<file path="src/rtl/traffic_pkg.sv">
// Shared phase enum, light encodings and default phase durations for the
// intersection sequencer.
package traffic_pkg;

  typedef enum logic [3:0] {
    PH_NS_LEFT   = 4'd0,
    PH_NS_GREEN  = 4'd1,
    PH_NS_YELLOW = 4'd2,
    PH_CLEAR_A   = 4'd3,
    PH_EW_LEFT   = 4'd4,
    PH_EW_GREEN  = 4'd5,
    PH_EW_YELLOW = 4'd6,
    PH_CLEAR_B   = 4'd7,
    PH_WALK      = 4'd8,
    PH_EMERG     = 4'd9
  } phase_e;

  // Light bit order is {left, green, yellow, red}
  localparam logic [3:0] LIGHT_LEFT   = 4'b1000;
  localparam logic [3:0] LIGHT_GREEN  = 4'b0100;
  localparam logic [3:0] LIGHT_YELLOW = 4'b0010;
  localparam logic [3:0] LIGHT_RED    = 4'b0001;

  localparam int unsigned DEF_LEFT_LEN   = 5;
  localparam int unsigned DEF_GREEN_LEN  = 10;
  localparam int unsigned DEF_YELLOW_LEN = 3;
  localparam int unsigned DEF_CLEAR_LEN  = 1;
  localparam int unsigned DEF_WALK_LEN   = 8;

  typedef struct packed {
    logic [3:0] ns;
    logic [3:0] ew;
  } lights_t;

  function automatic lights_t phase_lights(input phase_e ph);
    lights_t l;
    l.ns = LIGHT_RED;
    l.ew = LIGHT_RED;
    case (ph)
      PH_NS_LEFT:   l.ns = LIGHT_LEFT | LIGHT_RED;
      PH_NS_GREEN:  l.ns = LIGHT_GREEN;
      PH_NS_YELLOW: l.ns = LIGHT_YELLOW;
      PH_EW_LEFT:   l.ew = LIGHT_LEFT | LIGHT_RED;
      PH_EW_GREEN:  l.ew = LIGHT_GREEN;
      PH_EW_YELLOW: l.ew = LIGHT_YELLOW;
      default: ;
    endcase
    return l;
  endfunction

endpackage

</file>
<file path="src/rtl/phase_timer.sv">
// 5-bit phase down-counter: done marks the final cycle (count==1) of a phase;
// freeze holds the remaining count, load starts a new phase.
module phase_timer #(
  parameter logic [4:0] RESET_VAL = 5'd1
) (
  input  logic       clock,
  input  logic       reset,
  input  logic       load,
  input  logic [4:0] load_val,
  input  logic       freeze,
  output logic       done
);

  logic [4:0] count_q;
  logic [4:0] count_d;

  always_comb begin
    count_d = count_q;
    if (load) begin
      count_d = load_val;
    end else if (!freeze && count_q > 5'd1) begin
      count_d = count_q - 5'd1;
    end
  end

  always_ff @(posedge clock) begin
    if (reset) begin
      count_q <= RESET_VAL;
    end else begin
      count_q <= count_d;
    end
  end

  assign done = (count_q == 5'd1);

endmodule

</file>
<file path="src/rtl/intersection_sequencer.sv">
// Two-direction traffic-light phase FSM with emergency preemption.
// Optional pedestrian walk phase enabled by defining INTERSECTION_PED_WALK_EN.
module intersection_sequencer
  import traffic_pkg::*;
#(
  parameter int unsigned LEFT_LEN   = DEF_LEFT_LEN,
  parameter int unsigned GREEN_LEN  = DEF_GREEN_LEN,
  parameter int unsigned YELLOW_LEN = DEF_YELLOW_LEN,
  parameter int unsigned CLEAR_LEN  = DEF_CLEAR_LEN,
  parameter int unsigned WALK_LEN   = DEF_WALK_LEN
) (
  input  logic       clock,
  input  logic       reset,
  input  logic       emergency,
  input  logic       ped_req,
  output logic [3:0] ns_out,
  output logic [3:0] ew_out,
  output logic       walk,
  output logic [3:0] phase
);

  phase_e     phase_q, phase_d;
  phase_e     saved_q, saved_d;
  logic [3:0] ns_q, ns_d;
  logic [3:0] ew_q, ew_d;
  logic       walk_q, walk_d;
  logic       timer_load;
  logic       timer_freeze;
  logic       timer_done;
  logic [4:0] timer_val;
  lights_t    lights;

  function automatic logic [4:0] phase_len(input phase_e ph);
    logic [4:0] len;
    case (ph)
      PH_NS_LEFT, PH_EW_LEFT:     len = 5'(LEFT_LEN);
      PH_NS_GREEN, PH_EW_GREEN:   len = 5'(GREEN_LEN);
      PH_NS_YELLOW, PH_EW_YELLOW: len = 5'(YELLOW_LEN);
      PH_WALK:                    len = 5'(WALK_LEN);
      default:                    len = 5'(CLEAR_LEN);
    endcase
    return len;
  endfunction

`ifdef INTERSECTION_PED_WALK_EN
  logic ped_flag_q, ped_flag_d;
  logic enter_walk;

  // A request during WALK itself re-arms the flag for the following round
  assign enter_walk = (phase_q == PH_CLEAR_B) && (phase_d == PH_WALK);

  always_comb begin
    ped_flag_d = ped_flag_q;
    if (enter_walk) ped_flag_d = 1'b0;
    if (ped_req)    ped_flag_d = 1'b1;
  end

  always_ff @(posedge clock) begin
    if (reset) ped_flag_q <= 1'b0;
    else       ped_flag_q <= ped_flag_d;
  end
`else
  logic unused_ped_req;
  assign unused_ped_req = ped_req;
`endif

  // Preemption freezes the counter both on the way into EMERG and on release,
  // so the interrupted cycle is served again after the emergency clears
  always_comb begin
    phase_d      = phase_q;
    saved_d      = saved_q;
    timer_load   = 1'b0;
    timer_freeze = 1'b0;
    if (phase_q == PH_EMERG) begin
      timer_freeze = 1'b1;
      if (!emergency) phase_d = saved_q;
    end else if (emergency) begin
      timer_freeze = 1'b1;
      saved_d      = phase_q;
      phase_d      = PH_EMERG;
    end else if (timer_done) begin
      timer_load = 1'b1;
      case (phase_q)
        PH_CLEAR_B: begin
`ifdef INTERSECTION_PED_WALK_EN
          phase_d = ped_flag_q ? PH_WALK : PH_NS_LEFT;
`else
          phase_d = PH_NS_LEFT;
`endif
        end
        PH_WALK: phase_d = PH_NS_LEFT;
        default: phase_d = phase_e'(phase_q + 4'd1);
      endcase
    end

    timer_val = phase_len(phase_d);
    lights    = phase_lights(phase_d);
    ns_d      = lights.ns;
    ew_d      = lights.ew;
`ifdef INTERSECTION_PED_WALK_EN
    walk_d    = (phase_d == PH_WALK);
`else
    walk_d    = 1'b0;
`endif
  end

  always_ff @(posedge clock) begin
    if (reset) begin
      phase_q <= PH_NS_LEFT;
      saved_q <= PH_NS_LEFT;
      ns_q    <= LIGHT_LEFT | LIGHT_RED;
      ew_q    <= LIGHT_RED;
      walk_q  <= 1'b0;
    end else begin
      phase_q <= phase_d;
      saved_q <= saved_d;
      ns_q    <= ns_d;
      ew_q    <= ew_d;
      walk_q  <= walk_d;
    end
  end

  phase_timer #(
    .RESET_VAL (5'(LEFT_LEN))
  ) u_timer (
    .clock    (clock),
    .reset    (reset),
    .load     (timer_load),
    .load_val (timer_val),
    .freeze   (timer_freeze),
    .done     (timer_done)
  );

  assign ns_out = ns_q;
  assign ew_out = ew_q;
  assign walk   = walk_q;
  assign phase  = phase_q;

endmodule

</file>
<file path="config.mk">
export PLATFORM = sky130hd
export DESIGN_NAME = intersection_sequencer
export DESIGN_NICKNAME = d
export VERILOG_FILES = /design/src/rtl/traffic_pkg.sv /design/src/rtl/phase_timer.sv /design/src/rtl/intersection_sequencer.sv
export SDC_FILE = /design/constraint.sdc
export NUM_CORES = 1
export LEC_CHECK = 0
export BUFFER_PORTS_ARGS = -buffer_cell sky130_fd_sc_hd__buf_2
export CAP_MARGIN = 5
export CORE_ASPECT_RATIO = 1.1
export CORE_MARGIN = 10
export CORE_UTILIZATION = 54
export CTS_BUF_LIST = sky130_fd_sc_hd__clkbuf_2
export DETAILED_ROUTE_END_ITERATION = 8
export PLACE_DENSITY_LB_ADDON = 0.05
export SETUP_SLACK_MARGIN = 0.2
export SLEW_MARGIN = 10
export SYNTH_ARGS = -nofsm -noshare
export SYNTH_HDL_FRONTEND = slang
export SYNTH_SLANG_ARGS = --single-unit
export TNS_END_PERCENT = 10
</file>
<file path="constraint.sdc">
create_clock -name clock -period 3.18 [get_ports clock]
set_clock_uncertainty 0.1 [all_clocks]
set_input_delay 0.954 -clock clock [delete_from_list [all_inputs] [get_ports clock]]
set_output_delay 0.954 -clock clock [all_outputs]
set_load 0.01 [all_outputs]
</file>
* After elaboration in Yosys (flattened, before gate mapping)
Cells that the tools add are included.
** Storage, ports and cells
- Bits in registers :: 21
- Word-level logic and storage cells :: 41
** Operators by class
- Reduce and logical (&&, ||, !) cells :: 8
- Mux-type cells :: 15
- Add/subtract/negate cells :: 2
- Magnitude comparators :: 1
- Eq/ne operators :: 10
** Operator list (count)
- $pmux W4 S3 :: 2
- $mux W4 :: 5
- $eq A4 B3 Y1 const B :: 4
- $pmux W4 S4 :: 1
- $eq A4 B4 Y1 const B :: 3
- $mux W5 :: 2
- $reduce_or A2 Y1 :: 4
- $eq A5 B1 Y1 const B :: 1
- $gt A5 B1 Y1 const B :: 1
- $mux W1 :: 5
- $sub A5 B1 Y5 const B :: 1
- $add A4 B1 Y4 const B :: 1
- $eq A4 B1 Y1 const B :: 1
- $eq A4 B2 Y1 const B :: 1
- $logic_not A4 Y1 :: 1
- $reduce_bool A2 Y1 :: 1
- $logic_and A1 B1 Y1 :: 1
- $logic_not A1 Y1 :: 1

* Longest topological paths before layout
Gate-level depths: netlist of run 1.
- Depth in word-level cells :: 10
- Depth in mapped cells :: 10
- Mapped depth without buffers :: 9

* Modules after synthesis
From an unflattened synthesis of run 1, not the netlist that was laid out.
** Unflattened totals
- Cell total of the unflattened synthesis :: 136
- Area, all modules :: 1152.4 µm²
** By module, submodules not included
- intersection_sequencer :: cells each 96, area an instance 812.0 µm², sequential area each 320.3 µm², instances 1
- phase_timer :: cells each 40, area an instance 340.3 µm², sequential area each 100.1 µm², instances 1

* Worst setup path before layout of run 1
Ideal clock, no wire load.
- Kind :: in2reg
- From :: input emergency
- To :: register u_timer.count_q[0]
- Arrival :: 2.179 ns
- Data required time :: 2.958 ns
- Setup slack :: 0.779 ns
- Library setup time :: 0.122 ns
- Stages on the path :: 7
- Path through :: buf_2 > nor3_2 > a21oi_1 > o22ai_2 > and3_1 > o21ai_1 > a221o_1
** Between the ends
- Longest elaborated chain between the ends :: 6
- Elaborated cells on any way between the ends :: 22
- Classes of those cells :: 6 x eq/ne; 9 x mux; 7 x reduce/logical
** RTL lines
- start, declared :: line intersection_sequencer.sv:14 : input logic emergency,
- $mux W4, on equally long branches :: line intersection_sequencer.sv:77, intersection_sequencer.sv:76
- $mux W4 :: line intersection_sequencer.sv:74 : if (phase_q == PH_EMERG) begin
- $eq A4 B2 Y1, or another cell as far along :: line intersection_sequencer.sv:35 : case (ph)
- $reduce_or A2 Y1 :: line intersection_sequencer.sv:35
- $pmux W4 S4 :: line intersection_sequencer.sv:35
- $mux W5 :: line phase_timer.sv:19 : if (load) begin
- end signal, assigned :: line phase_timer.sv:30 : count_q <= count_d;
- end, declared :: line phase_timer.sv:14 : logic [4:0] count_q;
Parallel ways exist; a longest one is shown, timed or not.
A chain may end at the register's enable or synchronous reset.

* Final worst setup path of run 1
- From :: register phase_q[0] (netlist: phase[0])
- To :: register u_timer.count_q[1]
** Between the ends
- Longest elaborated chain between the ends :: 10
- Elaborated cells on any way between the ends :: 27
- Classes of those cells :: 1 x add/sub; 9 x eq/ne; 9 x mux; 8 x reduce/logical
** RTL lines
- start, declared :: line intersection_sequencer.sv:22 : phase_e phase_q, phase_d;
- start signal, assigned :: line intersection_sequencer.sv:115 : phase_q <= phase_d;
- branches (longest 10 deep; another with $add A4 B1 Y4)
Parallel ways; which one is timed is not known.

==> results of run 1 <==
## worst paths after layout
kind	endpoint	cells after the start	slack, ps
max	u_timer.count_q[1]	9	620
min reg2reg	saved_q[3]	2	370
max reg2reg	u_timer.count_q[1]	9	620
min	saved_q[3]	2	370
## flip-flops by register name, summed over array words and instances (netlist names)
name	count
saved_q	4
ew_out	4
phase	4
u_timer.count_q	5
ns_out	4
## worst max-delay path, cell delays in order, from the launching register on
cell and delay [ps]:
dfxtp_1 530, inv_1 110, ha_1 230, and3b_1 190, a311o_1 320, a31oi_1 190
o22ai_2 180, xnor2_1 210, o221a_1 260, a211oi_2 180
## cell families after synthesis
group / count (synthesis) / share of synthesized area (%)
xor gates and xnor gates: 2 / 1.561
adders and majority gates: 5 / 5.574
buffers and inverters: 13 / 5.574
and+or+nand+nor: 59 / 29.54
AOI/OAI and AO/OA: 31 / 19.95
DFF: 21 / 37.46
other: 1 / 0.3341
## per-stage QoR
stage | util (%) | power [mW]
3_5_place_dp | 59.57 | 0.4127
3_3_place_gp | 59.57 | 0.4101
6_report | 60.58 | 0.5181
2_1_floorplan | - | 0.3879
5_1_grt | 60.58 | 0.5491
4_1_cts | 60.58 | 0.5232
## report_power, final
group / leakage (nW) / total, mW / internal [mW] / switching, mW
combinational: 0.288 / 0.114 / 0.0476 / 0.0667
clock: 0.0164 / 0.111 / 0.0285 / 0.0824
sequential: 0.172 / 0.293 / 0.277 / 0.0157
## layer usage
metal  track usage, %  vias to the layer above  share of wire, %
li1                 -                      487                 -
met1            13.52                      464                44
met2            21.11                       14                51
met3            3.100                        2               3.5
met4            4.098                        0              0.86
met5                0                        -                 0
## cell type report
type | instances | area [µm²] | area share [%]
clock buffer | 3 | 15.01 | 1.240
clock inverter | 1 | 5.005 | 0.4132
inverter | 7 | 26.28 | 2.169
multi-input combinational | 98 | 639.4 | 52.79
sequential | 21 | 420.4 | 34.71
tap | 28 | 35.03 | 2.893
timing repair buffer | 14 | 70.07 | 5.785
## placed cells by master (no fill, tap or decap), types with 2 or more instances in the layout
cell type	n
a21o_1	2
a21oi_1	11
a22oi_1	3
a31oi_1	2
and3b_1	2
buf_2	14
clkbuf_2	3
dfxtp_1	21
ha_1	5
inv_1	7
nand2_1	14
nand2b_1	4
nand3_1	4
nand3b_1	2
nor2_1	13
nor3_1	4
nor4_1	3
or2_1	3
or3_1	2
xnor2_1	2
==> impl_metrics.ini, run 1 <==
[outcome]
outcome = complete, no violations

[synthesis]
synth.area.top_cells = dfxtp_1 (37%), ha_1 (5.6%), a21oi_1 (4.9%)
netlist_area_um2 = 1122
seq_area_frac_synth_pct = 37.46
synth-main-ff-cell = dfxtp_1
synth_top_area_share_pct = 37.46
yosys_warnings = 0
ys_types = 45
yosysMostFrequentCell = dfxtp_1
avgSynthCellArea_um2 = 8.502
synth_cells = 132
synthArstFlopShare_pct = 0
synth_top_area_cell = dfxtp_1
syn-num-nets = 141
yosys-top-cells-count = dfxtp_1 (21), nand2_1 (14), nor2_1 (13)
synth-seq-cells = 21
synth_edf_count = 0

[sta]
final_max_slew_viol_count = 0
fin_setup_tns_ps = 0
hold_violations = 0
hold_ws_ps = 372.6
setup_viol_count_final = 0
fmax_mhz = 390.6
min_period_over_period_pct = 80.51
final.min_clock_period_ps = 2560
setup_ws_ps = 619.6
rsz0062_at_grt = false

[critical_path]
crit_path_max_fanout = 8
arrival_ps = 2720
end_kind = flip-flop
timing.rr.start = phase[0]
startpoint = phase[0]
worstSetupPathType = flip-flop to flip-flop
critPathLaunchType = flip-flop
cp_data_required_time_ps = 3340

[floorplanning]
dieWidth_um = 63.47
rows = 17
dieHeight_um = 67.82
initial_core_util_pct = 56.13
core_area_um2 = 1999
dieArea_um2 = 4304
io_pins = 17

[clock_network]
cts_buffers = 3
clk_path_buf_depth = 2
clock_sinks = 21
clkLatencyLatePin_ps = 310
htreeDepth = 1
cts_resized = 0
cts_tree = yes
clk_pin_slew_ps = 210
postCtsSetupRepairBufs = 0
root_buffer = clkbuf_2
cts_hold_buf = 0

[drt]
wl_um = 2432
via_per_inst = 5.622
wire_per_inst_um = 14.14
first_pass_iters = 7
drc = 0
vias = 967
drt_iter0_drc = 41
antenna_left = 0

[final_layout]
final_nets = 154
drive_above_1_share_pct = 17.36
syn2layout_area_growth_pct = 7.915
fillers = 206
finalInstanceArea_um2 = 1211
diodes = 0
final_cell_count_no_fill = 172

[placed_design]
place_inst = 168
gp_congestion = 0.8051
hpwl_um = 1861
port_buffers = 14
placed_area_um2 = 1191
dpl_worst_slack_ps = 543.4

[grt]
grt_max_degree = 18
grt.total_usage_pct = 11.81
grt_remaining_overflow = 0
antenna_found_initial = 0
grt_pass1_wl_um = 4126
grt_pass1_vias = 880

[run]
drv_cap = 0

[pwr]
p_leak_nw = 0.4756
irDropWorstVdd_v = 0.0003229
power.density_nw_per_um2 = 427.8

[hold_path]
hp-start = saved_q[3]
hp-class = flip-flop to flip-flop
Note: power is estimated with default switching activity, not from simulation.
==> inputs of run 2 (changes only) <==
Settings changed: CORE_UTILIZATION 54 to 52.
Clock period 3.18 ns to 2.3 ns, I/O delays scaled along.
==> run 2 against run 1 <==
Against the previous run: the flow now finishes with violations (negative setup slack); sequential power increased by 38%; clock-buffer cell count increased by 1; power rose by 67%; cell count up 16%; global-route usage up 2.1 points; non-clock buffer count rose by 27; flip-flop and latch count is the same; maximum frequency is 7.4% higher; worst setup slack worse by 700 ps; first-iteration DRC count rose by 140%; clock power is 46% higher; largest power group unchanged; highest routed layer unchanged.
==> impl_metrics.ini, run 2 (synthesized netlist as in run 1, its figures left out) <==
[critical_path]
startpoint = phase[0]
cp_data_required_time_ps = 2450
reg2reg_to = u_timer.count_q[0]
cp_cell_sequence = ha_1, nand2b_4, nor4_4, nand2_1, a31oi_4, and3_4, o21ai_4, a221o_1
arrival_ps = 2540
critPathSlowestCell = dfxtp_4
critPathLaunchType = flip-flop
cp_slowest_stage_delay_ps = 400
worstSetupPathType = flip-flop to flip-flop
end_kind = flip-flop
reg2reg_depth = 8
crit_path_max_fanout = 5
timing.rr.start = phase[0]
ff2ff_setup_slack_ps = -80

[final_layout]
syn2layout_area_growth_pct = 46.04
fin_util_pct = 80.27
most-common-layout-cells = buf_4 (26), dfxtp_1 (17), nand2_1 (14), buf_2 (14), nor2_1 (11)
final_common_cell = buf_4
finalInstanceArea_um2 = 1639
top_register = u_timer.count_q
diodes = 0
final_nets = 181
drive_above_1_share_pct = 49.71
largest_reg_flops = 5

[clock_network]
clock_sinks = 21
clk_pin_slew_ps = 190
clkLatencyLatePin_ps = 340
root_buffer = clkbuf_2
htreeDepth = 1
clk_path_buf_depth = 2
cts_hold_buf = 0
cts_buffers = 3
cts_tree = yes

[drt]
wl_met2_um = 1741
via_per_inst = 5.709
wl_met3_um = 172
antenna_left = 0
drt_iter0_drc = 98
wire_per_inst_um = 17.05
m1WireLength_um = 1407
dr.max_layer_used = met4
wl_um = 3392
drc = 0
first_pass_iters = 5
vias = 1136

[floorplanning]
initial_core_util_pct = 54.96
io_pins = 17
core_area_um2 = 2042
dieHeight_um = 68.73
dieWidth_um = 64.30
dieArea_um2 = 4419
rows = 17

[placed_design]
dpl_worst_slack_ps = 9.953
port_buffers = 14
hpwl_um = 2036
gp_congestion = 0.9777
placed_area_um2 = 1340

[outcome]
violations = negative setup slack
outcome = finished with violations

[sta]
setup_ws_ps = -83.18
fmax_mhz = 419.6
setup_viol_count_final = 4
final_max_slew_viol_count = 0
hold_violations = 0
final.min_clock_period_ps = 2383
fin_setup_tns_ps = -119.6
min_period_over_period_pct = 103.6
rsz0062_at_grt = true

[pwr]
p_leak_nw = 0.6417
finalPower_uw = 864.4
irDropWorstVdd_v = 0.0004943
power.density_nw_per_um2 = 527.4

[grt]
grt_max_degree = 16
antenna_found_initial = 0
grt_pass1_vias = 1077
grt_remaining_overflow = 0
grt_pass1_wl_um = 4871
grt.total_usage_pct = 13.95

[hold_path]
holdPathEnd = saved_q[0]
whs_path_depth = 2
hp-start = saved_q[0]
hp-class = flip-flop to flip-flop

[run]
drv_cap = 0
run 2: changes by cell type in the layout (fill, tap and decap cells not counted), sizes merged:
cell    previous run  this run
clkbuf             3         4
buf               14        41
clkinv             1         0
run 2: worst max path at each step:
stage,to,cells past startpoint
finish,u_timer.count_q[0],8
global placement,u_timer.count_q[1],9
CTS,u_timer.count_q[0],9
floorplan,u_timer.count_q[0],7
detailed placement,u_timer.count_q[1],9
global route,u_timer.count_q[0],8
run 2: what timing repair did:
item,4_1_cts,5_1_grt
endpoints found under the setup margin,13,15
buffers inserted,6,6
resized for setup,11,25
pin swaps,8,19
run 2: layout make-up:
class	count	area [µm²]
multi-input combinational	98	845.8
clock buffer	4	20.02
tap	28	35.03
inverter	7	31.28
sequential	21	430.4
fill	140	402.9
timing repair buffer	41	276.5
run 2: per-layer routing:
metal	vias to the layer above	GRT usage, %
li1	546	-
met1	542	16.13
met2	41	24.14
met3	7	2.899
met4	0	7.219
met5	-	0
run 2: report_power, final:
part           total [mW]  switching, mW  internal [mW]
combinational       0.299          0.154          0.144
clock               0.162          0.116         0.0460
sequential          0.403         0.0199          0.383
total               0.864          0.291          0.574
run 2: metrics by stage:
step / hold slack [ps] / cells
after floorplan: 336.0 / 132
final: 394.5 / 199
after CTS: 382.7 / 193
after global placement: 347.3 / 183
after global routing: 405.3 / 199
after detailed placement: 359.0 / 183
run 2: worst max-delay path: cells and delay by family (launching register included):
family                     cells  cell delay (ps)
and+or+nand+nor                4              880
AOI/OAI and AO/OA              3              680
adders and majority gates      1              230
DFF                            1              400
